==> config.mk <==
export PLATFORM = sky130hd
export DESIGN_NAME = wave_fetch_unit_flat
export DESIGN_NICKNAME = d
export VERILOG_FILES = /design/src/rtl/wave_fetch_unit_if.sv /design/src/rtl/wave_fetch_unit.sv /design/src/flat_wrapper.sv
export SDC_FILE = /design/constraint.sdc
export NUM_CORES = 1
export LEC_CHECK = 0
export CAP_MARGIN = 40
export CORE_ASPECT_RATIO = 1.1
export CORE_MARGIN = 4
export CORE_UTILIZATION = 50
export DETAILED_ROUTE_END_ITERATION = 7
export MAX_ROUTING_LAYER = met4
export PLACE_DENSITY = 0.87
export SLEW_MARGIN = 5
export SYNTH_ARGS = -nofsm -noshare
export SYNTH_HDL_FRONTEND = slang
export SYNTH_SLANG_ARGS = --single-unit
export TNS_END_PERCENT = 10
==> constraint.sdc <==
create_clock -name clk -period 5.4 [get_ports clk]
set_input_delay 0.54 -clock clk [delete_from_list [all_inputs] [get_ports clk]]
set_output_delay 0.54 -clock clk [all_outputs]
set_load 0.05 [all_outputs]
==> src/rtl/wave_fetch_unit_if.sv <==
// Fetch-unit bus bundle: instruction memory channel, redirect input and decode handshake.
// With WAVE_FETCH_MISALIGN_CHECK_EN defined it also carries the misaligned-target status.
interface wave_fetch_unit_if;
  logic        imem_req_valid;
  logic        imem_req_ready;
  logic [31:0] imem_addr;
  logic        imem_resp_valid;
  logic [31:0] imem_resp_data;
  logic        redirect_valid;
  logic [31:0] redirect_pc;
  logic        instr_valid;
  logic        instr_ready;
  logic [31:0] instr_data;
  logic [31:0] instr_pc;
  logic [31:0] fetch_pc;
`ifdef WAVE_FETCH_MISALIGN_CHECK_EN
  logic        fetch_misaligned;
  logic [31:0] fetch_misaligned_pc;
`endif

  modport master (
    output imem_req_valid, imem_addr, instr_valid, instr_data, instr_pc, fetch_pc,
`ifdef WAVE_FETCH_MISALIGN_CHECK_EN
    output fetch_misaligned, fetch_misaligned_pc,
`endif
    input  imem_req_ready, imem_resp_valid, imem_resp_data, redirect_valid, redirect_pc,
    input  instr_ready
  );

  modport slave (
    input  imem_req_valid, imem_addr, instr_valid, instr_data, instr_pc, fetch_pc,
`ifdef WAVE_FETCH_MISALIGN_CHECK_EN
    input  fetch_misaligned, fetch_misaligned_pc,
`endif
    output imem_req_ready, imem_resp_valid, imem_resp_data, redirect_valid, redirect_pc,
    output instr_ready
  );
endinterface

==> src/rtl/wave_fetch_unit.sv <==
// Instruction fetch stage: owns the fetch PC, keeps one word fetch in flight and buffers {pc, word}
// pairs for decode. Define WAVE_FETCH_MISALIGN_CHECK_EN to trap redirects to misaligned targets.
module wave_fetch_unit #(
  parameter logic [31:0] RESET_PC   = 32'h0000_0000,
  parameter int unsigned FIFO_DEPTH = 2
) (
  input logic               clk,
  input logic               rst_n,
  wave_fetch_unit_if.master bus
);

  localparam int unsigned   PtrW     = $clog2(FIFO_DEPTH);
  localparam logic [PtrW:0] DepthCnt = (PtrW + 1)'(FIFO_DEPTH);

  localparam logic [1:0] StReq  = 2'd0;
  localparam logic [1:0] StWait = 2'd1;
  localparam logic [1:0] StDrop = 2'd2;
  localparam logic [1:0] StHalt = 2'd3;

  logic [1:0]      state_q, state_d;
  logic [31:0]     fetchPc_q, fetchPc_d;
  logic [31:0]     pendPc_q, pendPc_d;
  logic [PtrW:0]   count_q, count_d;
  logic [PtrW-1:0] rdPtr_q, rdPtr_d;
  logic [PtrW-1:0] wrPtr_q, wrPtr_d;
  logic [31:0]     dataMem_q [FIFO_DEPTH];
  logic [31:0]     pcMem_q   [FIFO_DEPTH];

  logic        fifoValid, reqValid, handshake, push, pop;
  logic        outstandingAfter, redirHalt, dropToHalt;
  logic [31:0] redirTarget;

  assign redirTarget = {bus.redirect_pc[31:2], 2'b00};

`ifdef WAVE_FETCH_MISALIGN_CHECK_EN
  logic        misFlag_q, misFlag_d;
  logic [31:0] misPc_q, misPc_d;

  assign redirHalt  = bus.redirect_valid && (bus.redirect_pc[1:0] != 2'b00);
  assign dropToHalt = misFlag_q;
  assign bus.fetch_misaligned    = misFlag_q;
  assign bus.fetch_misaligned_pc = misPc_q;

  always_comb begin
    misFlag_d = misFlag_q;
    misPc_d   = misPc_q;
    if (bus.redirect_valid) begin
      misFlag_d = redirHalt;
      if (redirHalt) misPc_d = bus.redirect_pc;
    end
  end

  always_ff @(posedge clk) begin
    if (!rst_n) begin
      misFlag_q <= 1'b0;
      misPc_q   <= '0;
    end else begin
      misFlag_q <= misFlag_d;
      misPc_q   <= misPc_d;
    end
  end
`else
  logic unusedLowBits;

  assign unusedLowBits = ^bus.redirect_pc[1:0];
  assign redirHalt     = 1'b0;
  assign dropToHalt    = 1'b0;
`endif

  assign fifoValid = rst_n && (count_q != '0);
  assign reqValid  = rst_n && (state_q == StReq) && (count_q < DepthCnt);
  assign handshake = reqValid && bus.imem_req_ready;
  assign pop       = fifoValid && bus.instr_ready;
  assign push      = (state_q == StWait) && bus.imem_resp_valid && !bus.redirect_valid;

  // A response is still owed after this edge if one was just accepted or one is pending and not yet back.
  assign outstandingAfter = ((state_q == StReq) && handshake) ||
                            (((state_q == StWait) || (state_q == StDrop)) && !bus.imem_resp_valid);

  assign bus.imem_req_valid = reqValid;
  assign bus.imem_addr      = fetchPc_q;
  assign bus.fetch_pc       = fetchPc_q;
  assign bus.instr_valid    = fifoValid;
  assign bus.instr_data     = fifoValid ? dataMem_q[rdPtr_q] : '0;
  assign bus.instr_pc       = fifoValid ? pcMem_q[rdPtr_q]   : '0;

  always_comb begin
    state_d   = state_q;
    fetchPc_d = fetchPc_q;
    pendPc_d  = pendPc_q;
    case (state_q)
      StReq: begin
        if (handshake) begin
          pendPc_d  = fetchPc_q;
          fetchPc_d = fetchPc_q + 32'd4;
          state_d   = StWait;
        end
      end
      StWait:  if (bus.imem_resp_valid) state_d = StReq;
      StDrop:  if (bus.imem_resp_valid) state_d = dropToHalt ? StHalt : StReq;
      StHalt:  state_d = StHalt;
      default: state_d = StReq;
    endcase
    if (bus.redirect_valid) begin
      fetchPc_d = redirTarget;
      if (outstandingAfter) state_d = StDrop;
      else                  state_d = redirHalt ? StHalt : StReq;
    end
  end

  always_comb begin
    count_d = count_q;
    rdPtr_d = rdPtr_q;
    wrPtr_d = wrPtr_q;
    if (bus.redirect_valid) begin
      count_d = '0;
      rdPtr_d = '0;
      wrPtr_d = '0;
    end else begin
      if (push) wrPtr_d = wrPtr_q + PtrW'(1);
      if (pop)  rdPtr_d = rdPtr_q + PtrW'(1);
      case ({push, pop})
        2'b10:   count_d = count_q + (PtrW + 1)'(1);
        2'b01:   count_d = count_q - (PtrW + 1)'(1);
        default: count_d = count_q;
      endcase
    end
  end

  always_ff @(posedge clk) begin
    if (!rst_n) begin
      state_q   <= StReq;
      fetchPc_q <= RESET_PC;
      pendPc_q  <= '0;
      count_q   <= '0;
      rdPtr_q   <= '0;
      wrPtr_q   <= '0;
    end else begin
      state_q   <= state_d;
      fetchPc_q <= fetchPc_d;
      pendPc_q  <= pendPc_d;
      count_q   <= count_d;
      rdPtr_q   <= rdPtr_d;
      wrPtr_q   <= wrPtr_d;
    end
  end

  // Buffer storage needs no reset: entries are only visible while count is non-zero.
  always_ff @(posedge clk) begin
    if (push) begin
      dataMem_q[wrPtr_q] <= bus.imem_resp_data;
      pcMem_q[wrPtr_q]   <= pendPc_q;
    end
  end

endmodule

==> src/flat_wrapper.sv <==
// flat-port wrapper written by rule: the top's interface ports become plain ports
module wave_fetch_unit_flat 
#(
  parameter logic [31:0] RESET_PC   = 32'h0000_0000,
  parameter int unsigned FIFO_DEPTH = 2
)
  (clk, rst_n, bus_imem_req_valid, bus_imem_addr, bus_instr_valid, bus_instr_data, bus_instr_pc, bus_fetch_pc, bus_imem_req_ready, bus_imem_resp_valid, bus_imem_resp_data, bus_redirect_valid, bus_redirect_pc, bus_instr_ready);
  wave_fetch_unit_if bus_i ();
  input logic clk;
  input logic rst_n;
  output wire logic [$bits(bus_i.imem_req_valid)-1:0] bus_imem_req_valid;
  output wire logic [$bits(bus_i.imem_addr)-1:0] bus_imem_addr;
  output wire logic [$bits(bus_i.instr_valid)-1:0] bus_instr_valid;
  output wire logic [$bits(bus_i.instr_data)-1:0] bus_instr_data;
  output wire logic [$bits(bus_i.instr_pc)-1:0] bus_instr_pc;
  output wire logic [$bits(bus_i.fetch_pc)-1:0] bus_fetch_pc;
  input wire logic [$bits(bus_i.imem_req_ready)-1:0] bus_imem_req_ready;
  input wire logic [$bits(bus_i.imem_resp_valid)-1:0] bus_imem_resp_valid;
  input wire logic [$bits(bus_i.imem_resp_data)-1:0] bus_imem_resp_data;
  input wire logic [$bits(bus_i.redirect_valid)-1:0] bus_redirect_valid;
  input wire logic [$bits(bus_i.redirect_pc)-1:0] bus_redirect_pc;
  input wire logic [$bits(bus_i.instr_ready)-1:0] bus_instr_ready;
  assign bus_imem_req_valid = bus_i.imem_req_valid;
  assign bus_imem_addr = bus_i.imem_addr;
  assign bus_instr_valid = bus_i.instr_valid;
  assign bus_instr_data = bus_i.instr_data;
  assign bus_instr_pc = bus_i.instr_pc;
  assign bus_fetch_pc = bus_i.fetch_pc;
  assign bus_i.imem_req_ready = bus_imem_req_ready;
  assign bus_i.imem_resp_valid = bus_imem_resp_valid;
  assign bus_i.imem_resp_data = bus_imem_resp_data;
  assign bus_i.redirect_valid = bus_redirect_valid;
  assign bus_i.redirect_pc = bus_redirect_pc;
  assign bus_i.instr_ready = bus_instr_ready;
  wave_fetch_unit #(.RESET_PC(RESET_PC), .FIFO_DEPTH(FIFO_DEPTH)) u_core (.clk(clk), .rst_n(rst_n), .bus(bus_i));
endmodule
==> results.py, run 1 <==
metrics = {
    "run_status": {
        "status": "complete, no violations",
    },
    "global_route": {
        "grt_pass1_vias": 5690,
        "track_usage_pct": 20.9,
        "antenna_found_initial": 0,
        "grt_max_degree": 69,
        "grt-ovfl-total": 0,
        "grt_pass1_wl_mm": 29.1,
    },
    "cts": {
        "clk_latency_ns": 0.42,
        "numClockSinks": 191,
        "clock-root-buffer": "clkbuf_16",
        "post_cts_buffers": 0,
        "clk_pin_slew_ns": 0.07,
        "numCtsBuffers": 17,
        "clk_path_buf_depth": 2,
        "cts_tree": "yes",
        "cts.htree.levels": 4,
        "post_cts_resized": 0,
        "holdBufCountCts": 0,
    },
    "yosys": {
        "netlist.area_leader.share_pct": 45.4,
        "synth_top_family_by_area": "simple AND/OR/NAND/NOR gates",
        "synth.area.top_cells": "edfxtp_1, dfxtp_1, mux2i_1, nand2_1, nor2_1",
        "muxShareOfSynthArea_pct": 7.68,
        "synth_edf_count": 124,
        "async_reset_ff_share_pct": 0,
        "yosys.area_share.simple_pct": 14.8,
        "synthCells": 710,
        "synth_adder_area_share_pct": 0.762,
        "synthFlopType": "edfxtp_1",
        "avgSynthCellArea_um2": 11.6,
        "synth-xor-area-share_pct": 1.49,
        "synth_seq_area_share_pct": 61.7,
        "ys_warn_count": 0,
        "synth_compound_area_share_pct": 7.76,
        "synth_area_leader_cell": "edfxtp_1",
        "synth_area_um2": 8210,
        "ys_ff_latch": 191,
        "synth.distinct_cells": 45,
    },
    "sta": {
        "max_freq_mhz": 311,
        "tightestPinTransition_ns": 0.870,
        "period_needed_ns": 3.22,
        "rsz0062_at_grt": "false",
        "maxSlewHeadroom_pct": 41.4,
        "maxSlewViolCount": 0,
        "tns_ns": 0,
        "finalWorstSetupSlack_ns": 2.18,
        "skew_ns": 0.00988,
        "finalHoldViolCount": 0,
        "finalSetupViolations": 0,
        "fin_crit_sh_pct": 59.6,
    },
    "final_layout": {
        "layout_commonest_cell": "clkdlybuf4s50_1",
        "n_fill_cell": 1159,
        "multi_input_area_um2": 2730,
        "fin_nets": 931,
        "layout-drive-gt1-share_pct": 5.75,
        "final-seq-area_um2": 5070,
        "diodes": 0,
        "fin_util_pct": 66.7,
        "syn2layout_area_growth_pct": 29.2,
        "mostFrequentLayoutCells": "clkdlybuf4s50_1, edfxtp_1, nand2_1",
    },
    "power_and_ir_drop": {
        "clkPwrFrac_pct": 36.5,
        "comb_power_share_pct": 10.9,
        "peakVddDrop_uv": 233,
        "swShare_pct": 24.8,
        "switching_power_w": 0.000766,
        "p_seq_share_pct": 52.6,
        "p_leak_nw": 3.47,
        "power.internal_w": 0.00232,
        "p_per_area_nw_per_um2": 291,
    },
    "critical_path": {
        "critPathMostFrequentCell": "buf_4",
        "cp_slowest_stage_delay_ns": 0.83,
        "worstPathRequired_ns": 4.86,
        "worstSetupStartpointType": "primary input",
        "criticalPathCategory": "in2out",
        "cp_max_fo": 68,
        "worstPathArrival_ns": 2.68,
        "path_buf_inv": 4,
        "cp_slowest_cell": "clkdlybuf4s50_1",
        "worstPathCellList": "buf_2 -> buf_4 -> o21ai_4 -> buf_4 -> nor2_1 -> clkdlybuf4s50_1",
        "cp-end-kind": "primary output",
        "critical-path-top-delay-family": "buffers and inverters",
    },
    "placed_design": {
        "hpwl_mm": 12.2,
        "place_congestion": 0.817,
        "port_buffers": 191,
        "dpl_worst_slack_ns": 2.23,
    },
    "min_path": {
        "hold_path.class": "reg2reg",
    },
    "routing": {
        "drc_errors": 0,
        "wl_per_cell_um": 17.0,
        "num_vias": 5732,
        "ant_nets": 0,
        "drtIter0Drc": 322,
        "dr.pass1.iters": 5,
        "via_per_inst": 5.36,
        "routed_wl_mm": 18.2,
    },
    "floorplan": {
        "initial_core_util_pct": 51.6,
        "die_w_um": 130,
        "dieArea_um2": 18500,
        "die_h_um": 142,
        "pin_count": 200,
        "core_area_um2": 15900,
        "num_rows": 48,
    },
    "flow_run": {
        "cap_violations": 0,
    },
}
-- worst paths after layout --
check	depth (start not counted)	startpoint	slack [ns]	end
min reg2reg	0	u_core.pendPc_q[16]	0.45	u_core.pcMem_q[0][16]
min	0	u_core.pendPc_q[16]	0.45	u_core.pcMem_q[0][16]
max reg2reg	6	u_core.state_q[0]	2.76	u_core.bus.fetch_pc[31]
max	6	rst_n	2.18	bus_instr_data[17]
-- logic make-up (layout without fill, tap and decap cells) --
logic type | Yosys count | in the layout
AND/OR/NAND/NOR | 251 | 251
buffers and inverters | 87 | 241
adder cells (fa/ha/maj) | 5 | 5
flip-flops | 191 | 191
other | 1 | 6
AO/OA/AOI/OAI | 98 | 98
XOR/XNOR | 14 | 14
multiplexers | 63 | 63
-- state kept, by name (all words and copies together) (netlist names), named ones only --
| signal | flops |
|---|---|
| u_core.pendPc_q | 30 |
| u_core.dataMem_q | 64 |
| u_core.pcMem_q | 60 |
| u_core.count_q | 2 |
| u_core.rdPtr_q | 1 |
| u_core.wrPtr_q | 1 |
| u_core.bus.fetch_pc | 30 |
| u_core.state_q | 2 |
-- worst register-to-register path, stage by stage (launching register included) --
cell and delay (ns):
dfxtp_1 0.35, inv_1 0.08, ha_1 0.26, and4b_2 0.85
nand4_4 0.31, or4_1 0.54, a31oi_1 0.18
-- synthesized netlist by cell type (3+ instances only) --
| master | instances |
|---|---|
| dfxtp_1 | 67 |
| nand4_1 | 11 |
| a21oi_1 | 13 |
| o21ai_0 | 29 |
| xor2_1 | 6 |
| and4_1 | 13 |
| nor3_1 | 16 |
| buf_4 | 37 |
| buf_1 | 9 |
| ha_1 | 5 |
| nor4_1 | 11 |
| mux2i_1 | 63 |
| nor2_1 | 77 |
| a21boi_0 | 30 |
| a211oi_1 | 12 |
| a31oi_1 | 3 |
| nand2b_1 | 5 |
| nand3_1 | 12 |
| or3_1 | 4 |
| nand2_1 | 86 |
| clkbuf_1 | 27 |
| o211a_1 | 3 |
| or4_1 | 3 |
| xnor2_1 | 8 |
| inv_1 | 8 |
| buf_2 | 6 |
| edfxtp_1 | 124 |
-- power groups by stage --
stage | Clock [W] | Sequential [W] | Combinational [W]
6_report | 0.00113 | 0.00162 | 0.000335
3_5_place_dp | 0 | 0.00165 | 0.000335
4_1_cts | 0.00115 | 0.00162 | 0.000336
5_1_grt | 0.00122 | 0.00163 | 0.000355
2_1_floorplan | 0 | 0.00169 | 0.000177
3_3_place_gp | 0 | 0.00165 | 0.000329
-- metrics by stage --
step	cells	cell area [um^2]	total power, W	hold WS, ns
CTS	1069	10600	0.00311	0.453
floorplan	715	8230	0.00187	0.425
finish	1069	10600	0.00308	0.455
global route	1069	10600	0.00320	0.473
detailed placement	1037	10100	0.00199	0.437
global placement	1034	10000	0.00198	0.430
-- layout make-up --
cell class	count	area share [%]
timing repair buffer	201	18.9
clock inverter	9	0.578
sequential	191	47.8
clock buffer	23	4.41
multi-input combinational	437	25.7
tap	200	2.36
inverter	8	0.283
-- routing by layer --
| metal | part of all wire [%] | track usage [%] | routed length (um) |
|---|---|---|---|
| met1 | 42 | 25.4 | 7610 |
| met2 | 51 | 34.9 | 9320 |
| met3 | 5.0 | 3.49 | 912 |
| met4 | 2.0 | 7.66 | 367 |
| met5 | 0 | - | 0 |
(Power assumes the default switching activity.)
==> inputs of run 2 (changes only) <==
- CORE_UTILIZATION: 50 -> 45
- PLACE_DENSITY: 0.87 -> 0.83
- clock period: 5.4 -> 2.8 ns (I/O delays scaled with it)
==> run 2 against run 1 <==
  * Design area increased by 2.2%
  * Count of clock-buffer cells in the layout is 2 lower
  * Non-clock buffer count rose by 22
  * First-iteration DRC count decreased by 0.93%
  * Critical endpoint is now bus_instr_pc[5]
==> results.py, run 2 (synthesis gave the netlist of run 1 again) <==
metrics = {
    "run_status": {
        "status": "complete, no violations",
    },
    "flow_run": {
        "cap_violations": 0,
    },
    "critical_path": {
        "criticalPathCategory": "reg2out",
        "worstPathArrival_ns": 2.38,
        "reg2reg_slack_ns": 0.61,
        "cp-end-kind": "primary output",
        "cp_max_fo": 22,
        "worstPathRequired_ns": 2.52,
        "worstSetupStartpointType": "flip-flop",
    },
    "power_and_ir_drop": {
        "p_seq_share_pct": 51.0,
        "power.internal_w": 0.00464,
        "p_leak_nw": 3.65,
        "p_per_area_nw_per_um2": 564,
        "peakVddDrop_uv": 459,
        "comb_power_share_pct": 11.2,
        "clkPwrFrac_pct": 37.9,
        "switching_power_w": 0.00148,
        "swShare_pct": 24.1,
    },
    "routing": {
        "wl_per_cell_um": 17.1,
        "via_per_inst": 5.21,
        "drtIter0Drc": 319,
        "num_vias": 5881,
        "dr.pass1.iters": 5,
        "ant_nets": 0,
        "drc_errors": 0,
        "routed_wl_mm": 19.3,
    },
    "cts": {
        "numCtsBuffers": 17,
        "holdBufCountCts": 0,
        "cts_tree": "yes",
        "post_cts_resized": 0,
        "clk_path_buf_depth": 2,
        "numClockSinks": 191,
        "clk_pin_slew_ns": 0.06,
        "cts.htree.levels": 4,
        "clk_latency_ns": 0.42,
        "clock-root-buffer": "clkbuf_16",
    },
    "sta": {
        "tightestPinTransition_ns": 0.753,
        "max_freq_mhz": 377,
        "holdWs_ns": 0.376,
        "rsz0062_at_grt": "false",
        "fin_crit_sh_pct": 94.8,
        "maxSlewHeadroom_pct": 49.3,
        "maxSlewViolCount": 0,
        "period_needed_ns": 2.66,
        "skew_ns": 0.00659,
        "finalHoldViolCount": 0,
        "finalSetupViolations": 0,
    },
    "global_route": {
        "grt_pass1_wl_mm": 30.2,
        "grt_max_degree": 53,
        "grt-ovfl-total": 0,
        "track_usage_pct": 19.7,
        "antenna_found_initial": 0,
        "grt_pass1_vias": 5852,
    },
    "final_layout": {
        "syn2layout_area_growth_pct": 32.0,
        "largest_reg_flops": 64,
        "diodes": 0,
        "top_regs": "u_core.dataMem_q x64, u_core.pcMem_q x60",
        "layout-drive-gt1-share_pct": 9.76,
        "top_register": "u_core.dataMem_q",
        "mostFrequentLayoutCells": "clkdlybuf4s50_1, edfxtp_1, nand2_1",
        "fin_util_pct": 60.9,
        "post_layout_nonfiller_instances": 1129,
        "fin_nets": 953,
        "layout_commonest_cell": "clkdlybuf4s50_1",
    },
    "placed_design": {
        "dp_cells": 1093,
        "place_congestion": 0.814,
        "hpwl_mm": 13.4,
        "port_buffers": 191,
    },
    "floorplan": {
        "initial_core_util_pct": 46.1,
        "num_rows": 51,
        "dieArea_um2": 20500,
        "core_area_um2": 17800,
        "die_h_um": 150,
        "pin_count": 200,
        "die_w_um": 137,
    },
    "min_path": {
        "hold_path.class": "in2reg",
    },
}
-- run 2: routing by layer --
layer  GRT usage [%]  up-vias  wire (um)
met1            23.3     2781       7820
met3            3.36       35        955
met2            33.0      203      10000
met5               -        -          0
li1                -     2862          -
met4            8.83        0        516
-- run 2: layout make-up --
type	instances	area (um^2)
fill	1396	6970
sequential	191	5070
multi-input combinational	437	2730
timing repair buffer	223	2150
clock buffer	21	450
tap	238	298
clock inverter	11	115
inverter	8	30.0
-- run 2: worst max-delay path: stages, from the launching register on --
cell	delay, ns
dfxtp_4	0.63
buf_4	0.25
mux2i_1	0.09
nor2_1	0.14
clkdlybuf4s50_1	0.84
-- run 2: path summary, 6_finish.rpt --
kind	start	endpoint	cells past startpoint
worst min register to register	u_core.pendPc_q[18]	u_core.pcMem_q[0][18]	0
worst min-delay path	rst_n	u_core.bus.fetch_pc[30]	4
worst max register to register	u_core.state_q[1]	u_core.bus.fetch_pc[12]	7
worst max-delay path	flip-flop	bus_instr_pc[5]	4
-- run 2: through the flow --
stage | power [W] | TNS, ns | setup slack, ns | cell area (um^2)
global route | 0.00634 | 0 | 0.0421 | 10800
finish | 0.00611 | 0 | 0.144 | 10800
detailed placement | 0.00386 | 0 | 0.494 | 10200
floorplan | 0.00360 | -117.97 | -0.951 | 8230
CTS | 0.00617 | 0 | 0.0328 | 10800
global placement | 0.00384 | 0 | 0.477 | 10200
-- run 2: timing repair --
action	CTS	global route
endpoints found under the setup margin	0	28
buffers inserted	0	4
hold endpoints to repair	0	0
-- run 2: power groups by stage --
stage	Clock (W)	Combinational [W]	Sequential (W)
floorplan	0	0.000342	0.00326
global placement	0	0.000672	0.00317
detailed placement	0	0.000683	0.00318
CTS	0.00237	0.000686	0.00311
global route	0.00250	0.000723	0.00312
finish	0.00231	0.000683	0.00311
